===== src/rtl/matrix_c_reader_pkg.sv =====
// matrix_c_reader_pkg
// Shared definitions for the matrix C drain path: FSM state encodings,
// the result word width and the beat record carried through the skid FIFO.
package matrix_c_reader_pkg;

    localparam int WORD_W = 32;

    localparam logic [1:0] ST_IDLE  = 2'd0;
    localparam logic [1:0] ST_RUN   = 2'd1;
    localparam logic [1:0] ST_DRAIN = 2'd2;

    // One buffered result: the word plus its end-of-matrix marker.
    typedef struct packed {
        logic              last;
        logic [WORD_W-1:0] data;
    } c_beat_t;

endpackage


===== src/rtl/matrix_c_reader_fifo.sv =====
// result_skid_fifo
// Two-entry first-word-fall-through FIFO between the BRAM return and the
// output stream. When empty, an incoming word is presented on head in the
// same cycle, so a ready consumer sees no added latency.
// Ports:
//   clk, rst     clock, synchronous active-high reset
//   push         write push_data this cycle
//   push_data    entry being written
//   pop          consumer takes head this cycle (only while valid)
//   valid        head holds a real entry (buffered or passing through)
//   head         oldest entry, or push_data when the FIFO is empty
//   count        buffered entries, 0..2
module result_skid_fifo
    import matrix_c_reader_pkg::*;
#(
    parameter int W = WORD_W + 1
) (
    input  logic         clk,
    input  logic         rst,
    input  logic         push,
    input  logic [W-1:0] push_data,
    input  logic         pop,
    output logic         valid,
    output logic [W-1:0] head,
    output logic [1:0]   count
);

    logic [W-1:0] mem [2];
    logic         rd_ptr;
    logic         wr_ptr;
    logic         bypass;

    // Empty FIFO with push and pop together: the word goes straight through.
    assign bypass = (count == 2'd0) && push && pop;
    // Next free slot; with two entries and push+pop on full it is the slot
    // being vacated, which is rd_ptr itself.
    assign wr_ptr = rd_ptr ^ count[0];

    assign valid = (count != 2'd0) || push;
    assign head  = (count != 2'd0) ? mem[rd_ptr] : push_data;

    always_ff @(posedge clk) begin
        if (rst) begin
            count  <= 2'd0;
            rd_ptr <= 1'b0;
            mem[0] <= '0;
            mem[1] <= '0;
        end else begin
            if (push && !bypass)
                mem[wr_ptr] <= push_data;
            if (pop && (count != 2'd0))
                rd_ptr <= ~rd_ptr;
            count <= count + 2'(push) - 2'(pop);
        end
    end

endmodule


===== src/rtl/matrix_c_reader.sv =====
// matrix_c_reader
// Drains an M x N result matrix from the C BRAM in row-major order and
// streams it out as valid/ready beats, with the final beat flagged.
// Ports:
//   clk, rst        clock, synchronous active-high reset
//   start           begin a drain (only looked at while idle)
//   M_val, N_val    rows / columns to drain, latched on accepted start
//   busy            drain in progress
//   done            one-cycle pulse after the last beat is accepted
//   matrix_C_en     BRAM read strobe
//   matrix_C_addr   BRAM read address (r*N_val + c)
//   matrix_C_rdata  BRAM data, one cycle after matrix_C_en
//   out_valid/out_ready/out_data/out_last  result stream
module matrix_c_reader
    import matrix_c_reader_pkg::*;
#(
    parameter int MAX_M       = 16,
    parameter int MAX_N       = 16,
    parameter int ADDR_M_BITS = $clog2(MAX_M),
    parameter int ADDR_N_BITS = $clog2(MAX_N),
    parameter int ADDR_C_BITS = $clog2(MAX_M * MAX_N)
) (
    input  logic                   clk,
    input  logic                   rst,
    input  logic                   start,
    input  logic [ADDR_M_BITS:0]   M_val,
    input  logic [ADDR_N_BITS:0]   N_val,
    output logic                   busy,
    output logic                   done,
    output logic                   matrix_C_en,
    output logic [ADDR_C_BITS-1:0] matrix_C_addr,
    input  logic [WORD_W-1:0]      matrix_C_rdata,
    output logic                   out_valid,
    input  logic                   out_ready,
    output logic [WORD_W-1:0]      out_data,
    output logic                   out_last
);

    localparam logic [ADDR_M_BITS:0]   ONE_M = (ADDR_M_BITS+1)'(1);
    localparam logic [ADDR_N_BITS:0]   ONE_N = (ADDR_N_BITS+1)'(1);
    localparam logic [ADDR_C_BITS-1:0] ONE_C = ADDR_C_BITS'(1);

    logic [1:0]             state;
    logic [ADDR_M_BITS:0]   m_q;
    logic [ADDR_N_BITS:0]   n_q;
    logic [ADDR_M_BITS:0]   row;
    logic [ADDR_N_BITS:0]   col;
    logic [ADDR_C_BITS-1:0] addr_q;
    logic                   rd_inflight;
    logic                   rd_inflight_last;
    logic                   done_q;

    logic                   issue;
    logic                   last_rd;
    logic                   pop;
    logic [2:0]             pending;
    logic [1:0]             occ;
    logic                   fifo_valid;
    c_beat_t                push_beat;
    c_beat_t                head_beat;

    assign last_rd = (row == m_q - ONE_M) && (col == n_q - ONE_N);
    assign pop     = fifo_valid && out_ready;

    // Buffered words plus the one in flight, less what leaves this cycle,
    // must stay below 2 so the next return always has a slot.
    assign pending = 3'(occ) + 3'(rd_inflight);
    assign issue   = (state == ST_RUN) && (pending < 3'd2 + 3'(pop));

    assign push_beat.last = rd_inflight_last;
    assign push_beat.data = matrix_C_rdata;

    result_skid_fifo #(.W(WORD_W + 1)) u_fifo (
        .clk       (clk),
        .rst       (rst),
        .push      (rd_inflight),
        .push_data (push_beat),
        .pop       (pop),
        .valid     (fifo_valid),
        .head      (head_beat),
        .count     (occ)
    );

    always_ff @(posedge clk) begin
        if (rst) begin
            state            <= ST_IDLE;
            m_q              <= '0;
            n_q              <= '0;
            row              <= '0;
            col              <= '0;
            addr_q           <= '0;
            rd_inflight      <= 1'b0;
            rd_inflight_last <= 1'b0;
            done_q           <= 1'b0;
        end else begin
            done_q           <= 1'b0;
            rd_inflight      <= issue;
            rd_inflight_last <= issue && last_rd;
            case (state)
                ST_IDLE: begin
                    if (start) begin
                        if ((M_val != '0) && (N_val != '0)) begin
                            state  <= ST_RUN;
                            m_q    <= M_val;
                            n_q    <= N_val;
                            row    <= '0;
                            col    <= '0;
                            addr_q <= '0;
                        end else begin
                            done_q <= 1'b1;
                        end
                    end
                end
                ST_RUN: begin
                    if (issue) begin
                        // Row/column walk; the flat address just counts up.
                        addr_q <= addr_q + ONE_C;
                        if (col == n_q - ONE_N) begin
                            col <= '0;
                            row <= row + ONE_M;
                        end else begin
                            col <= col + ONE_N;
                        end
                        if (last_rd)
                            state <= ST_DRAIN;
                    end
                end
                ST_DRAIN: begin
                    if (pop && head_beat.last) begin
                        state  <= ST_IDLE;
                        done_q <= 1'b1;
                    end
                end
                default: state <= ST_IDLE;
            endcase
        end
    end

    assign busy          = (state != ST_IDLE);
    assign done          = done_q;
    assign matrix_C_en   = issue;
    assign matrix_C_addr = addr_q;
    assign out_valid     = fifo_valid;
    assign out_data      = fifo_valid ? head_beat.data : '0;
    assign out_last      = fifo_valid && head_beat.last;

endmodule


===== config.mk =====
export PLATFORM = sky130hd
export DESIGN_NAME = matrix_c_reader
export DESIGN_NICKNAME = d
export VERILOG_FILES = /design/src/rtl/matrix_c_reader_pkg.sv /design/src/rtl/matrix_c_reader_fifo.sv /design/src/rtl/matrix_c_reader.sv
export SDC_FILE = /design/constraint.sdc
export NUM_CORES = 1
export LEC_CHECK = 0
export ABC_AREA = 0
export BUFFER_PORTS_ARGS = -buffer_cell sky130_fd_sc_hd__clkbuf_2
export CAP_MARGIN = 20
export CORE_ASPECT_RATIO = 1.25
export CORE_MARGIN = 2
export CORE_UTILIZATION = 56
export CTS_BUF_LIST = sky130_fd_sc_hd__clkbuf_16
export CTS_CLUSTER_DIAMETER = 120
export DETAILED_ROUTE_END_ITERATION = 7
export PLACE_DENSITY = 0.8
export SLEW_MARGIN = 25
export SYNTH_ARGS = -nofsm -noshare
export SYNTH_HDL_FRONTEND = slang
export SYNTH_SLANG_ARGS = --single-unit

===== constraint.sdc =====
create_clock -name clk -period 2.7 [get_ports clk]
set_input_delay 0.27 -clock clk [delete_from_list [all_inputs] [get_ports clk]]
set_output_delay 0.27 -clock clk [all_outputs]
set_load 0.02 [all_outputs]

==> metrics <==
number of global-route vias before repair 3668; total clock buffers created by CTS 9; final hold viol count 0; detailed placement HPWL 7230 µm; final standard cell count with taps included and fillers excluded 691; total die area 9920 µm²; Seq cells post-synth approximately 100; count of endpoints failing setup in the final report 0; worst setup timing slack at the placement stage 398 ps; number of placed I/O pins around 90; Post-CTS Hold Fix Bufs 0; most used cell along the critical path sky130_fd_sc_hd__ha_1; total wirelength of the detailed-routed design 10800 µm; maximum clock frequency 393 MHz; category of the most critical setup path flip-flop to output pin; number of DRC markers after the initial detailed-route iteration 223; Filler Cell Count 694; share of the cycle needed by the critical path after routing 94.2%; iteration count of the initial detailed-routing pass 4; worst ir drop on vdd 0.407 mV; total instance count after detailed placement 675; flip-flop and latch area 2730 µm²; remaining number of nets flagged by the antenna check after routing 0; max-cap viol count 0; CTS tree done; worst relative slew slack a little over two fifths; Area growth, synth to finish 19.1%; count of input and output buffers 90; Arrival @ worst endpoint 2270 ps; post-synthesis instance area 5110 µm²; core area 9030 µm²; horizontal extent of the die 89.5 µm; DRC 0; Std-Cell Rows 39; number of resized instances in the post-cts repair step 0; Main synth FF type sky130_fd_sc_hd__edfxtp_1; total area of multi-input combinational cells 2250 µm²; worst path bufs/invs 3; Avg Inst Size Synth between 10 and 15 µm²; worst endpoint required time 2430 ps; total inserted antenna cells 0; unrepaired setup endpoints after global routing no; result of the run finished clean; post-route clock skew 7.36 ps; sw power 1.66 mW; initial core utilization 56.7%; worst hold path class input port to flip-flop; share of total power in sequential cells 39.0%; Netlist cell types 44; share of final-layout standard cells stronger than drive strength 1 23.8%; P_leak around 2.4 nW; number of nets in the layout 618; count of H-tree levels built during CTS 3; weighted congestion reported at the end of routability-driven placement between 0.8 and 0.9; clock share of power 29.5%; GR Util All Layers a little under a quarter; Gate Count Post-Synth 479; number of setup buffers added after CTS 0; max-slew violation total from the final report 0; Tightest Pin Transition 855 ps; peak per-stage delay on the critical path 470 ps; number of enable flip-flop cells after synthesis 66; total number of yosys warnings 0; vias post-DR between 3000 and 4000; pwr/cell area 806 nW/µm²; kind of end point of the critical path output pin; Chip Height 111 µm; post-route minimum period 2540 ps; post-route total power just under 5 mW; detailed-route wire length per cell 15.7 µm; wire length of the first global-routing pass approximately 17000 µm; Post-Syn Nets 534; kind of start point of the critical path flip-flop; maximum number of pins on one net before global-route repair 65; CTS Buffer Depth 2; Clk Tree Root Cell sky130_fd_sc_hd__clkbuf_16; master of the slowest instance on the critical path sky130_fd_sc_hd__or4b_1; CTS clk-pin slew, worst paths 60 ps; family with the most delay on the worst path simple AND/OR/NAND/NOR gates; clock insertion delay at the later pin of the skew report 350 ps; remaining global-route overflow 0; share of total power in combinational logic 31.5%; initial antenna violation count 0; Critical Path, Cell by Cell ha_1 > ha_1 > or4b_1 > nand4_1 > buf_4 > inv_2 > clkbuf_2; post-placement cell area about 5800 µm²; final setup margin 156 ps; top fanout value on the critical path 14; post-route standard cell area excluding fillers 6090 µm²; sum of negative setup slack 0 ps; register area share after synthesis 53.2%; ys async rst share 0%; cell internal power dissipation 3.25 mW; fraction of power spent switching nets 33.8%; TritonCTS sink count 103; ratio of routed vias to standard cells 5.52
## cell usage after synthesis (all sizes together) (3+ instances only)
library cell  instances  share of area [%]
a21oi                 9               0.88
dfxtp                37                 14
nor3b                 4               0.59
nand4                 7               0.86
or2                   5               0.61
nand2                16                1.2
nand3                43                4.2
nor2                 27                2.0
ha                    9                2.2
clkbuf               24                1.8
o21ai                35                3.4
buf                   6               0.54
xnor2                10                1.7
edfxtp               66                 39
xor2                 12                2.1
o31ai                 6               0.88
or4                   5               0.81
mux2i                46                9.0
or3                   3               0.37
nor3                  5               0.49
and2                 68                8.3
nor2b                 5               0.61
nand2b                3               0.42
inv                  10               0.73
## power groups by stage
stage | combinational, mW | sequential [mW] | clock (mW)
6_report | 1.55 | 1.91 | 1.45
3_3_place_gp | 1.51 | 1.94 | 0
3_5_place_dp | 1.55 | 1.94 | 0
2_1_floorplan | 1.12 | 1.89 | 0
4_1_cts | 1.56 | 1.91 | 1.47
5_1_grt | 1.70 | 1.93 | 1.52
## state kept, by name, summed over array words and instances, names as in the netlist, named ones only
name	count
m_q	5
state	2
rd_inflight	1
row	5
n_q	5
u_fifo.mem	66
col	5
rd_inflight_last	1
done	1
matrix_C_addr	8
u_fifo.count	2
u_fifo.rd_ptr	1
## layout by cell type (no fill, tap or decap), types with 4 or more instances in the layout
| cell type | n |
|---|---|
| sky130_fd_sc_hd__or2_2 | 5 |
| sky130_fd_sc_hd__clkbuf_2 | 90 |
| sky130_fd_sc_hd__inv_1 | 10 |
| sky130_fd_sc_hd__dfxtp_1 | 35 |
| sky130_fd_sc_hd__nor2_1 | 24 |
| sky130_fd_sc_hd__o31ai_1 | 6 |
| sky130_fd_sc_hd__ha_1 | 9 |
| sky130_fd_sc_hd__o21ai_0 | 35 |
| sky130_fd_sc_hd__nor3b_1 | 4 |
| sky130_fd_sc_hd__nand4_1 | 7 |
| sky130_fd_sc_hd__xnor2_1 | 10 |
| sky130_fd_sc_hd__xor2_1 | 12 |
| sky130_fd_sc_hd__a21oi_1 | 9 |
| sky130_fd_sc_hd__edfxtp_1 | 66 |
| sky130_fd_sc_hd__mux2i_1 | 46 |
| sky130_fd_sc_hd__nand3_1 | 43 |
| sky130_fd_sc_hd__clkbuf_16 | 9 |
| sky130_fd_sc_hd__and2_1 | 68 |
| sky130_fd_sc_hd__nor3_1 | 5 |
| sky130_fd_sc_hd__nor2b_1 | 5 |
| sky130_fd_sc_hd__or4_1 | 4 |
| sky130_fd_sc_hd__buf_4 | 10 |
| sky130_fd_sc_hd__nand2_1 | 16 |
## worst register-to-register path, delay by kind of cell, from the launching register on
family                   cells  cell delay [ps]
AO/OA/AOI/OAI                4              960
AND/OR/NAND/NOR              1              620
flip-flops                   1              390
adder cells (fa/ha/maj)      1              250
buffers and inverters        1               60
## path summary, 6_finish.rpt
path / from / to / slack [ps] / cells after the start
worst min-delay path: N_val[4] / n_q[4] / 180 / 3
worst min register to register: row[4] / row[4] / 500 / 2
worst max register to register: n_q[0] / row[3] / 360 / 7
worst max-delay path: u_fifo.count[0] / matrix_C_en / 160 / 7
## stage by stage
step | hold WS, ps | utilization, %
floorplan | 414 | -
global route | 194 | 67.5
CTS | 170 | 67.5
global placement | 481 | 63.7
detailed placement | 498 | 63.7
finish | 176 | 67.5
## layer usage
layer	GRT usage, %	share of wire (%)	vias to the layer above
li1	-	-	1877
met1	26.9	40	1799
met2	39.9	53	116
met3	2.76	4.7	19
met4	9.95	2.0	0
met5	0	0	-
## logic make-up after synthesis
logic type	synth area share, %
and+or+nand+nor	21.3
xor gates and xnor gates	3.77
adders and majority gates	2.20
buffers and inverters	3.03
AOI/OAI and AO/OA	7.22
muxes	9.22
DFF	53.2
## cell type report
type | instances | area share (%)
inverter | 10 | 0.616
clock inverter | 7 | 1.87
sequential | 103 | 44.7
clock buffer | 9 | 3.70
tap | 123 | 2.53
multi-input combinational | 336 | 36.9
timing repair buffer | 103 | 9.61
No activity file was read; power rests on OpenSTA's default activity.
